File: src/rtl/uart_rx_8n1.sv
// uart_rx_8n1: oversampling 8N1 UART receiver with a one-entry valid/ready byte buffer
// Ports: hw_clk clock, rst_n async active-low reset, uartrx raw idle-high serial line,
// rx_data/rx_valid/rx_ready buffered byte handshake, rx_busy frame in progress,
// frame_err pulse on a low stop bit, overrun pulse when a byte is dropped on a full buffer.
module uart_rx_8n1 #(
    parameter int CLK_HZ     = 12000000,
    parameter int BAUD       = 9600,
    parameter int OVERSAMPLE = 16
) (
    input  logic       hw_clk,
    input  logic       rst_n,
    input  logic       uartrx,
    output logic [7:0] rx_data,
    output logic       rx_valid,
    input  logic       rx_ready,
    output logic       rx_busy,
    output logic       frame_err,
    output logic       overrun
);
    localparam int DIV = (CLK_HZ + BAUD * OVERSAMPLE / 2) / (BAUD * OVERSAMPLE);
    localparam int DW  = DIV > 1 ? $clog2(DIV) : 1;
    localparam int SW  = $clog2(OVERSAMPLE);

    if (DIV < 2) begin : g_div_chk
        $error("uart_rx_8n1: DIV must be at least 2");
    end
    if (OVERSAMPLE < 8 || OVERSAMPLE % 2 != 0) begin : g_os_chk
        $error("uart_rx_8n1: OVERSAMPLE must be even and at least 8");
    end

    typedef enum logic [2:0] {IDLE, START, DATA, STOP, WAIT_HIGH} state_t;

    state_t        state;
    logic [1:0]    sync;
    logic          rx_s;
    logic [DW-1:0] div_cnt;
    logic          tick;
    logic [SW-1:0] smp_cnt;
    logic [2:0]    bit_idx;
    logic [7:0]    shift;
    logic          half;
    logic          full;

    assign rx_s = sync[1];
    assign tick = div_cnt == DW'(DIV - 1);
    assign half = smp_cnt == SW'(OVERSAMPLE / 2 - 1);
    assign full = smp_cnt == SW'(OVERSAMPLE - 1);

    always_ff @(posedge hw_clk or negedge rst_n)
        if (!rst_n) sync <= 2'b11;
        else        sync <= {sync[0], uartrx};

    always_ff @(posedge hw_clk or negedge rst_n)
        if (!rst_n) div_cnt <= '0;
        else        div_cnt <= tick ? '0 : div_cnt + 1'b1;

    // smp_cnt free-runs outside a frame; it is cleared on every entry to START
    always_ff @(posedge hw_clk or negedge rst_n) begin
        if (!rst_n) begin
            state     <= IDLE;
            smp_cnt   <= '0;
            bit_idx   <= '0;
            shift     <= '0;
            rx_data   <= '0;
            rx_valid  <= 1'b0;
            rx_busy   <= 1'b0;
            frame_err <= 1'b0;
            overrun   <= 1'b0;
        end else begin
            frame_err <= 1'b0;
            overrun   <= 1'b0;
            if (rx_valid && rx_ready) rx_valid <= 1'b0;
            if (tick) begin
                smp_cnt <= smp_cnt + 1'b1;
                case (state)
                    IDLE: if (!rx_s) begin
                        state   <= START;
                        smp_cnt <= '0;
                        rx_busy <= 1'b1;
                    end
                    START: if (half) begin
                        smp_cnt <= '0;
                        bit_idx <= '0;
                        state   <= rx_s ? IDLE : DATA;
                        rx_busy <= !rx_s;
                    end
                    DATA: if (full) begin
                        smp_cnt <= '0;
                        shift   <= {rx_s, shift[7:1]};
                        bit_idx <= bit_idx + 1'b1;
                        if (bit_idx == 3'd7) state <= STOP;
                    end
                    STOP: if (full) begin
                        smp_cnt <= '0;
                        rx_busy <= 1'b0;
                        if (!rx_s) begin
                            frame_err <= 1'b1;
                            state     <= WAIT_HIGH;
                        end else begin
                            state <= IDLE;
                            // a same-cycle accept frees the buffer for the new byte
                            if (!rx_valid || rx_ready) begin
                                rx_data  <= shift;
                                rx_valid <= 1'b1;
                            end else begin
                                overrun <= 1'b1;
                            end
                        end
                    end
                    WAIT_HIGH: if (rx_s) state <= IDLE;
                    default: state <= IDLE;
                endcase
            end
        end
    end
endmodule

File: config.mk
export PLATFORM = sky130hd
export DESIGN_NAME = uart_rx_8n1
export DESIGN_NICKNAME = d
export VERILOG_FILES = /design/src/rtl/uart_rx_8n1.sv
export SDC_FILE = /design/constraint.sdc
export NUM_CORES = 1
export LEC_CHECK = 0
export CAP_MARGIN = 20
export CORE_ASPECT_RATIO = 1.25
export CORE_UTILIZATION = 55
export CTS_CLUSTER_DIAMETER = 150
export DETAILED_ROUTE_END_ITERATION = 10
export PLACE_DENSITY = 0.77
export SYNTH_ARGS = -nofsm -noshare
export SYNTH_HDL_FRONTEND = slang
export SYNTH_SLANG_ARGS = --single-unit
File: constraint.sdc
create_clock -name hw_clk -period 2.54 [get_ports hw_clk]
set_clock_uncertainty 0.05 [all_clocks]
set_input_delay 0.508 -clock hw_clk [delete_from_list [all_inputs] [get_ports hw_clk]]
set_output_delay 0.508 -clock hw_clk [all_outputs]
set_load 0.03 [all_outputs]
==> impl_metrics.py, run 1 <==
metrics = {
    "setup_path": {
        "worstSetupPathType": "reg -> reg",
        "worst_setup_path_start_kind": "register",
        "setup.worst_path.end_class": "register",
        "crit_fanout": 8,
        "r2r-end": "rx_busy",
        "timing.reg2reg.setup_slack_ps": 330,
        "r2r.worst_path.cells": 6,
        "cp.arrival_ps": 2380,
        "worstPathRequired_ps": 2720,
        "r2r_start": "div_cnt[1]",
    },
    "synth": {
        "yosysSeqAreaShare": 0.5442,
        "synth.top_cell.area_share": 0.5150,
        "synth_area_leaders": "dfrtp_1 51%, mux2_2 11%, ha_1 3.5%, dfstp_2 2.9%, nor2_1 2.5%",
        "syn_nets": 160,
        "syn_avg_cell_area_um2": 11.91,
        "yosysTopAreaCell": "dfrtp_1",
        "synth_common_cells": "37 x dfrtp_1, 18 x mux2_2, 12 x nor2_1",
        "syn_area_mm2": 0.001798,
        "yosysMostFrequentCell": "dfrtp_1",
        "synth_ff_type": "dfrtp_1",
        "syn_inst": 151,
        "async_flop_share": 1.000,
        "ys_types": 41,
        "synth_seq_cells": 39,
        "ys_warn_count": 0,
        "synth-edff-count": 0,
    },
    "drt": {
        "wirelength_um": 3114,
        "drt_pass1_iterations": 4,
        "ant_nets": 0,
        "vias": 1181,
        "routedWlPerCell_um": 15.19,
        "drc": 0,
        "drt_iter0_markers": 28,
        "via_per_inst": 5.761,
    },
    "sta": {
        "relSlewSlack": 0.4459,
        "worst_pin_slew_ps": 831.1,
        "setup_viol": 0,
        "setup_tns_ps": 0,
        "min_period_over_period": 0.8692,
        "finalCriticalPeriod_ps": 2208,
        "hold_viol_final": 0,
        "max_freq_mhz": 452.9,
        "grt_setup_unrepaired": "false",
        "slew_violations": 0,
    },
    "floorplan": {
        "die_h_um": 65.93,
        "die-area_mm2": 0.003503,
        "initial_core_util": 0.5938,
        "rows": 22,
        "core-area_mm2": 0.003028,
        "dieWidth_um": 53.14,
        "io_pins": 16,
    },
    "layout": {
        "final_net_count": 177,
        "drive_above_1_share": 0.1953,
        "n_antenna_cell": 0,
        "nFillCells": 257,
        "instances_no_fill": 205,
        "areaGrowthSynthToFinish_pct": 12.11,
    },
    "clocking": {
        "htree_levels": 2,
        "post_cts_resized": 0,
        "cts_root_buf": "clkbuf_4",
        "cts-buffers-inserted": 5,
        "cts_tree": "done",
        "clkSinkCount": 39,
        "clk_pin_slew_ps": 110,
        "postCtsHoldBufs": 0,
        "cts_buffer_depth": 2,
        "cts_setup_buffers": 0,
        "clk-insertion-delay-late_ps": 340,
    },
    "power": {
        "swShare": 0.2144,
        "p_sw_uw": 201.2,
        "p_int_uw": 737.1,
        "power_frac_seq": 0.666,
        "cellLeakagePower_uw": 0.0009482,
        "clockPowerShare": 0.312,
        "vdd_drop_max_mv": 0.4343,
        "combPwrFrac": 0.022,
        "power_density_mw_per_mm2": 465.5,
    },
    "grt": {
        "grt_usage": 0.2165,
        "grt_pass1_wl_um": 5347,
        "grt-ovfl-total": 0,
        "grt_max_degree": 40,
        "antenna_found_initial": 0,
        "grt_pass1_vias": 1200,
    },
    "worst_hold_path": {
        "min_path_type": "in -> async",
    },
    "place": {
        "dpl.cell_count": 197,
        "dpl.hpwl_um": 2278,
        "io_buffers": 15,
        "gp_congestion": 0.9225,
    },
    "run_status": {
        "outcome": "complete, no violations",
    },
    "job": {
        "drv_cap": 0,
    },
}
## state kept, by name, indices dropped and copies added, names as in the netlist
register / count
rx_data: 8
overrun: 1
bit_idx: 3
frame_err: 1
state: 3
sync: 2
rx_valid: 1
shift: 8
div_cnt: 7
smp_cnt: 4
rx_busy: 1
## layout by cell type, fill, tap and decap left out, drive strengths merged, types with 2 or more instances in the layout
master	netlist	final
a2111oi	2	2
a21oi	2	2
and2	2	2
and3	2	2
buf	1	2
clkbuf	5	7
clkdlybuf4s50	0	14
dfrtp	37	37
dfstp	2	2
ha	5	5
inv	5	5
mux2	19	19
mux2i	2	2
nand2	10	10
nand2b	2	2
nand3	6	6
nand4	3	3
nor2	12	12
nor2b	2	2
nor3	4	4
o21ai	2	2
o2bb2ai	2	2
or2	2	2
or3	2	2
xnor2	3	3
xor2	3	3
## worst max-delay path by stage
stage                     from    endpoint  slack (ps)
floorplan           div_cnt[1]  bit_idx[0]         450
finish              div_cnt[1]     rx_busy         330
CTS                 div_cnt[1]  bit_idx[0]         350
global route        div_cnt[1]    shift[1]         160
detailed placement  div_cnt[1]  bit_idx[0]         370
global placement    div_cnt[1]     rx_busy         390
## per-stage QoR
stage / hold WS (ps) / utilization / setup WS (ps) / power (µW) / instance area (µm²)
CTS: 216.0 / 0.6657 / 348.6 / 955.1 / 2016
global placement: 296.7 / 0.6492 / 386.3 / 657.8 / 1966
detailed placement: 303.0 / 0.6492 / 366.4 / 658.7 / 1966
global route: 251.1 / 0.6657 / 158.5 / 980.2 / 2016
floorplan: 162.4 / - / 448.1 / 641.4 / 1798
finish: 196.0 / 0.6657 / 332.1 / 938.3 / 2016
## power by group through the flow
stage	clock network, µW	registers, µW	logic (µW)
5_1_grt	330	626	24.2
2_1_floorplan	0	637	4.68
6_report	292	625	20.7
4_1_cts	308	625	21.5
3_5_place_dp	0	637	21.5
3_3_place_gp	0	637	20.8
## cell families (layout without fill, tap and decap cells)
kind of cell             after synthesis  after routing  share of synthesized area
AO/OA/AOI/OAI                         14             14                    0.05777
XOR/XNOR                               6              6                    0.02923
adder cells (fa/ha/maj)                5              5                    0.03479
buffers and inverters                 11             29                    0.02714
flip-flops                            39             39                     0.5442
multiplexers                          21             21                     0.1322
AND/OR/NAND/NOR                       55             55                     0.1747
## area by class of cell
cell class	count	area [µm²]	share of cell area
clock buffer	7	45.04	0.02235
timing repair buffer	16	152.6	0.07573
sequential	39	978.4	0.4854
tap	36	45.04	0.02235
inverter	5	18.77	0.009311
multi-input combinational	101	770.7	0.3824
clock inverter	1	5.005	0.002483
## critical path, stage by stage (launching register included)
cell and delay (ps):
dfrtp_1 430, inv_1 70, ha_1 180, nand4bb_4 120, or2_1 330, a2111oi_0 510
mux2_2 400
## per-layer routing
metal	wire length, µm	track usage
met5	0	0
met4	59	0.1118
met3	102	0.06207
met2	1637	0.3623
met1	1314	0.2447
(Power assumes the default switching activity.)
==> run 2, diff against run 1 <==
--- a/config.mk
+++ b/config.mk
@@ -7,10 +7,11 @@
 export LEC_CHECK = 0
 export CAP_MARGIN = 20
 export CORE_ASPECT_RATIO = 1.25
-export CORE_UTILIZATION = 55
+export CORE_UTILIZATION = 53
+export CTS_BUF_LIST = sky130_fd_sc_hd__clkbuf_4 sky130_fd_sc_hd__clkbuf_8 sky130_fd_sc_hd__clkbuf_16
 export CTS_CLUSTER_DIAMETER = 150
 export DETAILED_ROUTE_END_ITERATION = 10
-export PLACE_DENSITY = 0.77
+export PLACE_DENSITY = 0.74
 export SYNTH_ARGS = -nofsm -noshare
 export SYNTH_HDL_FRONTEND = slang
 export SYNTH_SLANG_ARGS = --single-unit
==> run 2 against run 1 <==
Routed wire length is 4.1% lower. Non-clock buffer count unchanged. Worst setup slack worse by 84 ps. Hold slack better by 56 ps. Largest cell class unchanged. Register-to-register slack worse by 80 ps. Sequential power about the same. Fmax decreased by 3.6%.
==> impl_metrics.py, run 2 (synthesis results as in run 1) <==
metrics = {
    "run_status": {
        "outcome": "complete, no violations",
    },
    "clocking": {
        "post_cts_resized": 0,
        "clk-insertion-delay-late_ps": 290,
        "htree_levels": 2,
        "cts_setup_buffers": 0,
        "cts-buffers-inserted": 5,
        "clkSinkCount": 39,
        "cts_buffer_depth": 2,
        "postCtsHoldBufs": 0,
        "cts_tree": "done",
        "clk_pin_slew_ps": 80,
        "cts_root_buf": "clkbuf_8",
    },
    "floorplan": {
        "io_pins": 16,
        "dieWidth_um": 54.10,
        "die_h_um": 67.12,
        "initial_core_util": 0.5578,
        "rows": 23,
        "core-area_mm2": 0.003223,
        "die-area_mm2": 0.003631,
    },
    "job": {
        "drv_cap": 0,
    },
    "setup_path": {
        "worst_setup_path_start_kind": "register",
        "worstPathRequired_ps": 2670,
        "crit_fanout": 8,
        "path_delay_family": "compound AO/OA/AOI/OAI gates",
        "cp.arrival_ps": 2420,
        "worst-path-buf-inv": 1,
        "worstSetupPathType": "reg -> reg",
        "timing.reg2reg.setup_slack_ps": 250,
        "setup.worst_path.end_class": "register",
        "worstPathCellList": "inv_1 -> ha_1 -> nand4bb_4 -> or2_1 -> a2111oi_0 -> mux2_2",
        "crit_slowest_cell": "a2111oi_0",
        "critical-path-max-stage-delay_ps": 610,
    },
    "place": {
        "dpl.hpwl_um": 2165,
        "io_buffers": 15,
        "gp_congestion": 0.9140,
    },
    "layout": {
        "areaGrowthSynthToFinish_pct": 15.73,
        "top_regs": "rx_data x8, shift x8, div_cnt x7",
        "drive_above_1_share": 0.2071,
        "n_antenna_cell": 0,
        "final_core_util": 0.6456,
        "final_common_cell": "dfrtp_1",
        "nFillCells": 254,
        "final_net_count": 177,
        "mostFrequentLayoutCells": "37 x dfrtp_1, 18 x mux2_2, 14 x clkdlybuf4s50_1",
    },
    "grt": {
        "grt_usage": 0.2071,
        "grt_pass1_vias": 1175,
        "antenna_found_initial": 0,
        "grt-ovfl-total": 0,
        "grt_max_degree": 40,
        "grt_pass1_wl_um": 5195,
    },
    "drt": {
        "wirelength_um": 2985,
        "vias": 1192,
        "via_per_inst": 5.786,
        "ant_nets": 0,
        "drc": 0,
        "drt_pass1_iterations": 4,
        "drt_iter0_markers": 29,
        "routedWlPerCell_um": 14.49,
    },
    "power": {
        "vdd_drop_max_mv": 0.5390,
        "cellLeakagePower_uw": 0.0009737,
        "power_density_mw_per_mm2": 558.2,
    },
    "sta": {
        "max_freq_mhz": 436.4,
        "grt_setup_unrepaired": "false",
        "setup_tns_ps": 0,
        "min_period_over_period": 0.9021,
        "hold_viol_final": 0,
        "worst_pin_slew_ps": 805.4,
        "setup_viol": 0,
        "finalCriticalPeriod_ps": 2291,
        "slew_violations": 0,
        "relSlewSlack": 0.4631,
    },
    "worst_hold_path": {
        "min_path_type": "in -> async",
    },
}
[run 2: report_power, final]
group	total [µW]	internal (µW)	switching (µW)
combinational	20.0	5.70	14.3
sequential	625	623	1.39
clock	517	304	213
[run 2: area by class of cell]
class / instances / area, µm² / share of cell area
Sequential cell: 39 / 978.4 / 0.4702
Multi-Input combinational cell: 101 / 770.7 / 0.3704
Timing Repair Buffer: 16 / 152.6 / 0.07336
Clock buffer: 6 / 76.32 / 0.03668
Tap cell: 37 / 46.29 / 0.02225
Clock inverter: 2 / 37.54 / 0.01804
Inverter: 5 / 18.77 / 0.009020
[run 2: final timing paths]
check | startpoint | end | cells after the start
max in group asynchronous | rst_n | rx_data[5] | 1
min | rst_n | div_cnt[5] | 1
min in group hw_clk | sync[0] | sync[1] | 0
max reg2reg | div_cnt[1] | rx_busy | 6
min reg2reg | sync[0] | sync[1] | 0
max | div_cnt[1] | rx_busy | 6
[run 2: metrics by stage]
step                total power (µW)  std cells  hold slack [ps]  cell area, µm²  setup WS (ps)
detailed placement             658.2        198            297.2            1967          282.9
global route                    1206        206            313.1            2081          76.53
finish                          1161        206            251.8            2081          248.5
floorplan                      641.4        151            162.4            1798          448.1
global placement               657.6        198            296.7            1967          341.3
CTS                             1174        206            280.1            2081          274.4
[run 2: per-layer routing]
metal / track usage / vias up / wire length (µm)
met5: 0 / - / 0
met4: 0.09936 / 0 / 48
met3: 0.07534 / 4 / 138
met2: 0.3164 / 30 / 1501
met1: 0.2563 / 585 / 1296
li1: - / 573 / -
[run 2: worst reg2reg max path: stages, from the launching register on]
cell	delay, ps
dfrtp_1	410
inv_1	70
ha_1	190
nand4bb_4	120
or2_1	320
a2111oi_0	610
mux2_2	410
